==> config.mk <==
export PLATFORM = sky130hd
export DESIGN_NAME = cmm4_operand_loader_flat
export DESIGN_NICKNAME = d
export VERILOG_FILES = /design/src/rtl/cmm4_pkg.sv /design/src/rtl/cmm4_operand_loader_if.sv /design/src/rtl/cmm4_matrix_reg.sv /design/src/rtl/cmm4_operand_loader.sv /design/src/flat_wrapper.sv
export SDC_FILE = /design/constraint.sdc
export NUM_CORES = 1
export LEC_CHECK = 0
export BUFFER_PORTS_ARGS = -buffer_cell sky130_fd_sc_hd__buf_2
export CORE_AREA = 2 2 139 141
export DETAILED_ROUTE_END_ITERATION = 12
export DIE_AREA = 0 0 141 143
export PLACE_DENSITY = 0.81
export SYNTH_ARGS = -nofsm -noshare
export SYNTH_HDL_FRONTEND = slang
export SYNTH_SLANG_ARGS = --single-unit
export TNS_END_PERCENT = 1
==> constraint.sdc <==
create_clock -name clk -period 13.36 [get_ports clk]
set_input_delay 1.336 -clock clk [delete_from_list [all_inputs] [get_ports clk]]
set_output_delay 1.336 -clock clk [all_outputs]
set_load 0.01 [all_outputs]
==> src/rtl/cmm4_pkg.sv <==
// ---------------------------------------------------------------------------
// cmm4_pkg
// Shared definitions for the 4x4 complex operand loader.
//   N, ELEMS : matrix dimension and element count per matrix
//   IDX_W    : width of the row-major element index
//   state_t  : loader FSM states
//   idx_row / idx_col : split a row-major index into row and column
// ---------------------------------------------------------------------------
package cmm4_pkg;

  localparam int N     = 4;
  localparam int ELEMS = 16;
  localparam int IDX_W = 4;

  typedef enum logic [1:0] {
    LOAD_A,
    LOAD_B,
    FULL
  } state_t;

  // Row-major index: upper bits select the row, lower bits the column.
  function automatic logic [1:0] idx_row(input logic [IDX_W-1:0] idx);
    return idx[3:2];
  endfunction

  function automatic logic [1:0] idx_col(input logic [IDX_W-1:0] idx);
    return idx[1:0];
  endfunction

endpackage

==> src/rtl/cmm4_operand_loader_if.sv <==
// ---------------------------------------------------------------------------
// cmm4_operand_loader_if
// Bundles the element stream and the matrix output handshake of the loader.
//   in_valid/in_ready/in_re/in_im/in_last : serial complex element stream
//   out_valid/out_ready                   : matrix pair handshake
//   A_real/A_imag/B_real/B_imag           : [0:3][0:3] x w operand matrices
//   frame_err                             : one-cycle framing error pulse
// Modports:
//   slave  - the loader itself
//   master - the environment (element source and matrix consumer)
// Element values are carried bit-exact; sign interpretation is the
// consumer's business.
// ---------------------------------------------------------------------------
interface cmm4_operand_loader_if #(
  parameter int w = 4
);
  import cmm4_pkg::*;

  logic                             in_valid;
  logic                             in_ready;
  logic [w-1:0]                     in_re;
  logic [w-1:0]                     in_im;
  logic                             in_last;
  logic                             out_valid;
  logic                             out_ready;
  logic [0:N-1][0:N-1][w-1:0]       A_real;
  logic [0:N-1][0:N-1][w-1:0]       A_imag;
  logic [0:N-1][0:N-1][w-1:0]       B_real;
  logic [0:N-1][0:N-1][w-1:0]       B_imag;
  logic                             frame_err;

  modport slave (
    input  in_valid, in_re, in_im, in_last, out_ready,
    output in_ready, out_valid, A_real, A_imag, B_real, B_imag, frame_err
  );

  modport master (
    output in_valid, in_re, in_im, in_last, out_ready,
    input  in_ready, out_valid, A_real, A_imag, B_real, B_imag, frame_err
  );

endinterface

==> src/rtl/cmm4_matrix_reg.sv <==
// ---------------------------------------------------------------------------
// cmm4_matrix_reg
// 16-entry complex register array, written one element at a time by a
// row-major index and read in parallel as a 4x4 matrix.
//   clk, rst        : clock, asynchronous active-high reset (clears to 0)
//   we, idx         : write enable and row-major element index
//   wr_re, wr_im    : element to store
//   mat_re, mat_im  : [0:3][0:3] x w parallel matrix outputs
// ---------------------------------------------------------------------------
module cmm4_matrix_reg
  import cmm4_pkg::*;
#(
  parameter int w = 4
) (
  input  logic                       clk,
  input  logic                       rst,
  input  logic                       we,
  input  logic [IDX_W-1:0]           idx,
  input  logic [w-1:0]               wr_re,
  input  logic [w-1:0]               wr_im,
  output logic [0:N-1][0:N-1][w-1:0] mat_re,
  output logic [0:N-1][0:N-1][w-1:0] mat_im
);

  logic [0:N-1][0:N-1][w-1:0] mat_re_q, mat_re_d;
  logic [0:N-1][0:N-1][w-1:0] mat_im_q, mat_im_d;

  // NOTE: always_comb starts from the held value so every path assigns the
  // target; a missing default here would infer a latch.
  always_comb begin
    mat_re_d = mat_re_q;
    mat_im_d = mat_im_q;
    if (we) begin
      mat_re_d[idx_row(idx)][idx_col(idx)] = wr_re;
      mat_im_d[idx_row(idx)][idx_col(idx)] = wr_im;
    end
  end

  // NOTE: this array is small and its reset value is architecturally visible
  // (outputs read 0 after reset), so it lives in flops with a reset rather
  // than in an unreset RAM.
  always_ff @(posedge clk or posedge rst) begin
    if (rst) begin
      mat_re_q <= '0;
      mat_im_q <= '0;
    end else begin
      mat_re_q <= mat_re_d;
      mat_im_q <= mat_im_d;
    end
  end

  assign mat_re = mat_re_q;
  assign mat_im = mat_im_q;

endmodule

==> src/rtl/cmm4_operand_loader.sv <==
// ---------------------------------------------------------------------------
// cmm4_operand_loader
// Assembles a serial stream of 32 complex elements into operand matrices A
// then B (row-major) and presents them, held stable, to the 4x4 complex
// matrix multiplier.
//   clk  : clock, rising edge
//   rst  : asynchronous active-high reset
//   clr  : synchronous abort; drops the current frame (elements kept)
//   bus  : cmm4_operand_loader_if.slave - element stream, matrix outputs,
//          out_valid/out_ready handshake, frame_err
// Optional feature: define CMM4_FRAME_CHECK_EN to check in_last on every
// accepted beat, pulse frame_err on a mismatch and resync on an early
// in_last. Without it in_last is ignored and frame_err is tied to 0.
// ---------------------------------------------------------------------------
module cmm4_operand_loader
  import cmm4_pkg::*;
#(
  parameter int w = 4
) (
  input logic                   clk,
  input logic                   rst,
  input logic                   clr,
  cmm4_operand_loader_if.slave  bus
);

  state_t            state_q, state_d;
  logic [IDX_W-1:0]  idx_q, idx_d;
  logic              in_ready_q, in_ready_d;
  logic              out_valid_q, out_valid_d;

  logic              accept;
  logic              last_beat;
  logic              we_a, we_b;

  // clr wins over a beat arriving in the same cycle: that beat is not stored.
  assign accept    = bus.in_valid & in_ready_q & ~clr;
  assign last_beat = (state_q == LOAD_B) && (idx_q == IDX_W'(ELEMS - 1));
  assign we_a      = accept && (state_q == LOAD_A);
  assign we_b      = accept && (state_q == LOAD_B);

`ifdef CMM4_FRAME_CHECK_EN
  logic frame_err_q, frame_err_d;
`else
  logic unused_in_last;
  assign unused_in_last = bus.in_last;
`endif

  always_comb begin
    state_d = state_q;
    idx_d   = idx_q;
`ifdef CMM4_FRAME_CHECK_EN
    frame_err_d = 1'b0;
`endif
    if (clr) begin
      state_d = LOAD_A;
      idx_d   = '0;
    end else begin
      unique case (state_q)
        LOAD_A: if (accept) begin
          if (idx_q == IDX_W'(ELEMS - 1)) begin
            state_d = LOAD_B;
            idx_d   = '0;
          end else begin
            idx_d = idx_q + IDX_W'(1);
          end
        end
        LOAD_B: if (accept) begin
          if (last_beat) begin
            state_d = FULL;
            idx_d   = '0;
          end else begin
            idx_d = idx_q + IDX_W'(1);
          end
        end
        FULL: if (bus.out_ready) begin
          state_d = LOAD_A;
        end
        default: begin
          state_d = LOAD_A;
          idx_d   = '0;
        end
      endcase
`ifdef CMM4_FRAME_CHECK_EN
      if (accept && (bus.in_last != last_beat)) begin
        frame_err_d = 1'b1;
        // Early in_last: the beat is already written, restart the frame.
        // A missing in_last on the 32nd beat still completes into FULL.
        if (bus.in_last) begin
          state_d = LOAD_A;
          idx_d   = '0;
        end
      end
`endif
    end
    // Handshake outputs are a registered decode of the next state, so the
    // cycle spent in FULL accepts nothing (one-bubble turnaround).
    in_ready_d  = (state_d != FULL);
    out_valid_d = (state_d == FULL);
  end

  // NOTE: sequential state uses non-blocking assignments so every flop
  // samples the pre-edge values regardless of statement order.
  always_ff @(posedge clk or posedge rst) begin
    if (rst) begin
      state_q     <= LOAD_A;
      idx_q       <= '0;
      in_ready_q  <= 1'b0;
      out_valid_q <= 1'b0;
`ifdef CMM4_FRAME_CHECK_EN
      frame_err_q <= 1'b0;
`endif
    end else begin
      state_q     <= state_d;
      idx_q       <= idx_d;
      in_ready_q  <= in_ready_d;
      out_valid_q <= out_valid_d;
`ifdef CMM4_FRAME_CHECK_EN
      frame_err_q <= frame_err_d;
`endif
    end
  end

  assign bus.in_ready  = in_ready_q;
  assign bus.out_valid = out_valid_q;
`ifdef CMM4_FRAME_CHECK_EN
  assign bus.frame_err = frame_err_q;
`else
  assign bus.frame_err = 1'b0;
`endif

  cmm4_matrix_reg #(.w(w)) u_mat_a (
    .clk    (clk),
    .rst    (rst),
    .we     (we_a),
    .idx    (idx_q),
    .wr_re  (bus.in_re),
    .wr_im  (bus.in_im),
    .mat_re (bus.A_real),
    .mat_im (bus.A_imag)
  );

  cmm4_matrix_reg #(.w(w)) u_mat_b (
    .clk    (clk),
    .rst    (rst),
    .we     (we_b),
    .idx    (idx_q),
    .wr_re  (bus.in_re),
    .wr_im  (bus.in_im),
    .mat_re (bus.B_real),
    .mat_im (bus.B_imag)
  );

endmodule

==> src/flat_wrapper.sv <==
// flat-port wrapper written by rule: the top's interface ports become plain ports
module cmm4_operand_loader_flat import cmm4_pkg::*;
#(
  parameter int w = 4
)
  (clk, rst, clr, bus_in_valid, bus_in_re, bus_in_im, bus_in_last, bus_out_ready, bus_in_ready, bus_out_valid, bus_A_real, bus_A_imag, bus_B_real, bus_B_imag, bus_frame_err);
  cmm4_operand_loader_if #(.w(w)) bus_i ();
  input logic clk;
  input logic rst;
  input logic clr;
  input wire logic [$bits(bus_i.in_valid)-1:0] bus_in_valid;
  input wire logic [$bits(bus_i.in_re)-1:0] bus_in_re;
  input wire logic [$bits(bus_i.in_im)-1:0] bus_in_im;
  input wire logic [$bits(bus_i.in_last)-1:0] bus_in_last;
  input wire logic [$bits(bus_i.out_ready)-1:0] bus_out_ready;
  output wire logic [$bits(bus_i.in_ready)-1:0] bus_in_ready;
  output wire logic [$bits(bus_i.out_valid)-1:0] bus_out_valid;
  output wire logic [$bits(bus_i.A_real)-1:0] bus_A_real;
  output wire logic [$bits(bus_i.A_imag)-1:0] bus_A_imag;
  output wire logic [$bits(bus_i.B_real)-1:0] bus_B_real;
  output wire logic [$bits(bus_i.B_imag)-1:0] bus_B_imag;
  output wire logic [$bits(bus_i.frame_err)-1:0] bus_frame_err;
  assign bus_i.in_valid = bus_in_valid;
  assign bus_i.in_re = bus_in_re;
  assign bus_i.in_im = bus_in_im;
  assign bus_i.in_last = bus_in_last;
  assign bus_i.out_ready = bus_out_ready;
  assign bus_in_ready = bus_i.in_ready;
  assign bus_out_valid = bus_i.out_valid;
  assign bus_A_real = bus_i.A_real;
  assign bus_A_imag = bus_i.A_imag;
  assign bus_B_real = bus_i.B_real;
  assign bus_B_imag = bus_i.B_imag;
  assign bus_frame_err = bus_i.frame_err;
  cmm4_operand_loader #(.w(w)) u_core (.clk(clk), .rst(rst), .clr(clr), .bus(bus_i));
endmodule
[Word level (Yosys, flattened, before mapping)]
Index checks and enable logic that the tools add are counted.
Cells by class
  add/subtract/negate cells: 1
  order comparisons: 4
  eq/ne operators: 8
  mux-type cells: 21
  bitwise operators: 5
  reductions and logical operators: 7
Operator list (count)
  $bwmux 64: 4
  $demux 16 s2: 1
  $mux 4: 6
  $mux 16: 1
  $mux 2: 6
  $pmux 4 s3: 1
  $demux 4 s2: 1
  $ge 3x3->1 const B: 2
  $lt 3x1->1 const B: 2
  $ne 3x2->1 const B: 2
  $not 2->3: 2
  $pmux 2 s3: 1
  $logic_and 1x1->1: 5
  $add 4x1->4 const B: 1
  $eq 2x2->1 const B: 2
  $eq 4x4->1 const B: 1
  $ne 2x2->1 const B: 2
  $reduce_and 3->1: 1
  $and 1x1->1: 2
  $eq 2x1->1 const B: 1
  $logic_not 2->1: 1
  $not 1->1: 1
Word-level totals
  register bits after elaboration: 264
  bits of input ports: 14
  output and inout port bits: 259
  word-level logic and storage cells: 114

[Depth between registers and ports, before layout]
  depth after elaboration: 8
  mapped depth: 7
  gate-level depth less buffers: 5

[Modules after synthesis]
A second synthesis with hierarchy kept.
Second synthesis, totals
  cells, all modules: 628
  area total of the unflattened synthesis: 10143.5 µm²
Modules (own cells, without submodules)
  cmm4_matrix_reg: instances 2, cells each 295, area an instance 4865.9 µm², sequential area each 3203.1 µm²
  cmm4_operand_loader: instances 1, cells each 38, area an instance 411.6 µm², sequential area each 200.2 µm²

[Least setup slack after synthesis]
No wires, ideal clock.
  path kind: input -> register
  start: input clr
  end: register u_core.u_mat_a.mat_im_q, in the netlist u_core.u_mat_a.mat_im[32]
  setup time: 125 ps
  arrival time: 2524 ps
  path slack: 10711 ps
  stages: 4
  path through: buf_6 -> nand3b_4 -> nor4_4 -> mux2_2
Between the ends
  longest elaborated chain between the ends: 3
Ends and longest elaborated chain
  start, declared: line flat_wrapper.sv:10  | input logic clr;
  $not 1->1: line cmm4_operand_loader.sv:36  | assign accept = bus.in_valid & in_ready_q & ~clr;
  $and 1x1->1: line cmm4_operand_loader.sv:36
  $logic_and 1x1->1: line cmm4_operand_loader.sv:38  | assign we_a = accept && (state_q == LOAD_A);
  end signal, assigned: line cmm4_matrix_reg.sv:48  | mat_im_q <= mat_im_d;
  end, declared: line cmm4_matrix_reg.sv:26  | logic [0:N-1][0:N-1][w-1:0] mat_im_q, mat_im_d;
Every way passes these cells.
A chain may end at the register's enable or synchronous reset.

==> summary.txt <==
Clock network
  – TritonCTS Sinks: 264
  – Worst skew pair latency: 0.53 ns
  – CTS buffer count: 28
  – Root Driver: clkbuf_16
  – Post-CTS sizing: 0
  – TritonCTS clock tree: done
  – Clk pin slew, worst setup/hold paths: 0.06 ns
  – Clock buffer depth: 3
  – Post CTS Setup Buffer Count: 0
  – CTS Hold Bufs: 0
  – H-Tree Depth: 1

STA
  – Final Slew Violations: 0
  – Max Fclk: 318 MHz
  – Final min period: 3.14 ns
  – Clk_skew: 0.0135 ns
  – Setup Viol. Count Final: 0
  – Final period util: 0.235
  – Final hold vios: 0
  – Worst Max-Slew Pin Slew: 0.895 ns
  – Final setup TNS: 0 ns
  – Slew margin rel.: 0.402
  – Unrepaired setup endpoints after global routing: no

Final layout
  – Multi-input logic area: 3590 um2
  – Final #Nets: 921
  – Finished Cell Area: 12800 um2
  – Area grow syn2layout: 22.9%
  – # diodes: 0
  – Commonest cells after routing, fill and taps aside: buf_2 (270), dfrtp_1 (264), mux2_2 (256)
  – Layout fillers: 1293
  – Most common cell after layout, fill and taps aside: buf_2
  – Share of layout cells above drive strength 1: 0.652
  – Reg area: 6610 um2

Place
  – DP HPWL: 15.9 mm
  – Port Buffers: 270
  – RePlAce Congestion: 0.837
  – Post-DP Area: 11900 um2

Route
  – Routed WL per cell: 21.5 um
  – DR pass1 iterations: 4
  – DRC: 0
  – Post-route ant nets: 0
  – Total number of vias: 6381
  – Post-Route WL: 24.9 mm
  – Average via count per standard cell: 5.52
  – 1st-iter DRT viols: 268

Logic synthesis
  – Ys flop type: dfrtp_1
  – Dominant cell type by area after synthesis: dfrtp_1
  – Syn_area_per_cell: 16.1 um2
  – Area share of the largest cell type after synthesis: 0.633
  – YS warnings: 0
  – FFs w/ async S/R, synth: 1.00
  – Sequential area share after synthesis: 0.633
  – Netlist cell types: 43
  – Cells after Synth: 646
  – Synth Net Count: 664
  – Post-synth EDFFs: 0
  – Top post-synthesis cells by area: dfrtp_1 (63%), mux2_2 (28%), nand3_2 (1.1%)
  – Yosys reg bits: 264
  – Mapped cell area: 10400 um2

Power
  – Leakage: 7.30 nW
  – Max IR drop VDD: 0.000157 V
  – Pwr per Cell Area: 135 nW/um2

Critical path
  – Most used cell, CP: buf_4
  – Crit-path cells: buf_2, inv_8, buf_4, buf_4
  – R2R Setup Slk: 10.63 ns
  – Reg2reg end: u_core.u_mat_b.mat_im[27]$_DFFE_PP0P_
  – CP Launch Type: input port
  – Worst Setup Path Type: in -> async
  – Arr. time, crit path: 3.71 ns
  – Endpoint class of the critical path: async pin
  – Worst Path Required: 13.93 ns
  – Worst R2R Start: u_core.state_q[0]$_DFF_PP0_
  – Slowest library cell on the worst path: buf_4
  – R2R cell count: 3
  – Instance count on the critical path: 4
  – Crit-path max FO: 133
  – CP bufs+invs: 4
  – Critical Path Source: rst
  – CP max stage delay: 0.82 ns
  – CP endpoint: u_core.u_mat_a.mat_re[11]$_DFFE_PP0P_
  – Largest delay share family, worst path: buffers and inverters

Floorplanning
  – Initial core utilization: 0.561
  – # IOs: 273
  – DIE HEIGHT: 143 um
  – Die Wd: 141 um
  – Area of the core: 18600 um2
  – DIE AREA: 20200 um2
  – Num rows: 50

Hold path
  – Hold Path Origin: u_core.u_mat_a.mat_re[7]$_DFFE_PP0P_
  – Hold crit path type: reg -> reg
  – Worst hold path depth: 1

Outcome
  – Status: finished, final reports clean

Global route
  – Tot GR Track Use: 0.246
  – GRT overflow: 0
  – Initial antenna violation count: 0
  – Largest net degree at the start of global routing: 134
  – Vias in the first global route: 6509
  – First-pass GRT wire length: 38.3 mm

Run
  – Max cap viols: 0
==> cells in the mapped netlist, types with 2 or more instances <==
library cell	instances
nand3_1	3
nand4b_2	3
nor2_1	2
and2_1	2
nand3b_1	5
ha_1	4
clkbuf_1	25
nand4_2	4
nand3_2	11
nor3_4	3
buf_4	3
mux2_2	256
buf_6	2
a21oi_1	2
buf_2	14
nor4_4	3
and3_1	6
and4b_1	3
nor3b_1	2
inv_1	4
dfrtp_1	264
nor2b_1	3
nand2_1	2
==> cells by family (layout without fill, tap and decap cells) <==
kind of cell               after synthesis  after routing  share of synthesized area
buffers and inverters                   49            326                     0.0218
other                                    1              1                   0.000360
muxes                                  256            256                      0.276
and+or+nand+nor                         62             62                     0.0566
adders and majority gates                4              4                    0.00480
AOI/OAI and AO/OA                       10             10                    0.00648
DFF                                    264            264                      0.633
==> worst reg2reg max path: stages, from the launching register on <==
cell	delay [ns]
dfrtp_1	0.89
nor2b_1	0.77
and3_1	0.54
mux2_2	0.40
==> sequential cells by signal, summed over array words and instances (netlist names) <==
register	flops
u_core.idx_q	4
u_core.u_mat_b.mat_re	64
u_core.u_mat_a.mat_im	64
u_core.bus.in_ready	1
u_core.u_mat_a.mat_re	64
u_core.state_q	2
u_core.u_mat_b.mat_im	64
u_core.bus.out_valid	1
==> per-stage QoR <==
stage	utilization	hold WS (ns)	power (mW)	cells	worst slack [ns]
6_report	0.690	0.498	1.73	1157	10.22
2_1_floorplan	-	0.550	0.927	646	4.76
3_3_place_gp	0.640	0.482	0.980	1107	9.52
3_5_place_dp	0.640	0.487	0.984	1107	9.53
4_1_cts	0.690	0.501	1.75	1157	10.09
5_1_grt	0.690	0.505	1.80	1157	9.79
==> layer usage <==
layer / global-route usage / wire (um)
met1: 0.336 / 10700
met2: 0.401 / 12000
met5: 0 / 0
met4: 0.0595 / 488
met3: 0.0617 / 1650
==> final cells by class <==
cell class	instances	share of cell area
multi-input combinational	333	0.280
inverter	4	0.00176
tap	234	0.0228
sequential	264	0.515
clock inverter	6	0.00478
timing repair buffer	272	0.107
clock buffer	44	0.0680
==> worst min path at each step <==
stage / to / slack [ns]
after floorplan: u_core.u_mat_b.mat_im[52]$_DFFE_PP0P_ / 0.55
after detailed placement: u_core.u_mat_b.mat_im[38]$_DFFE_PP0P_ / 0.49
after global placement: u_core.u_mat_b.mat_re[46]$_DFFE_PP0P_ / 0.48
final: u_core.u_mat_a.mat_re[7]$_DFFE_PP0P_ / 0.50
after CTS: u_core.u_mat_b.mat_re[14]$_DFFE_PP0P_ / 0.50
after global routing: u_core.u_mat_b.mat_re[30]$_DFFE_PP0P_ / 0.51
==> where the power goes <==
part	internal, mW	switching [mW]
Clock	0.464	0.300
Sequential	0.830	0.0166
Combinational	0.0467	0.0753
Total	1.34	0.392
Power figures use the tool's default switching activity.
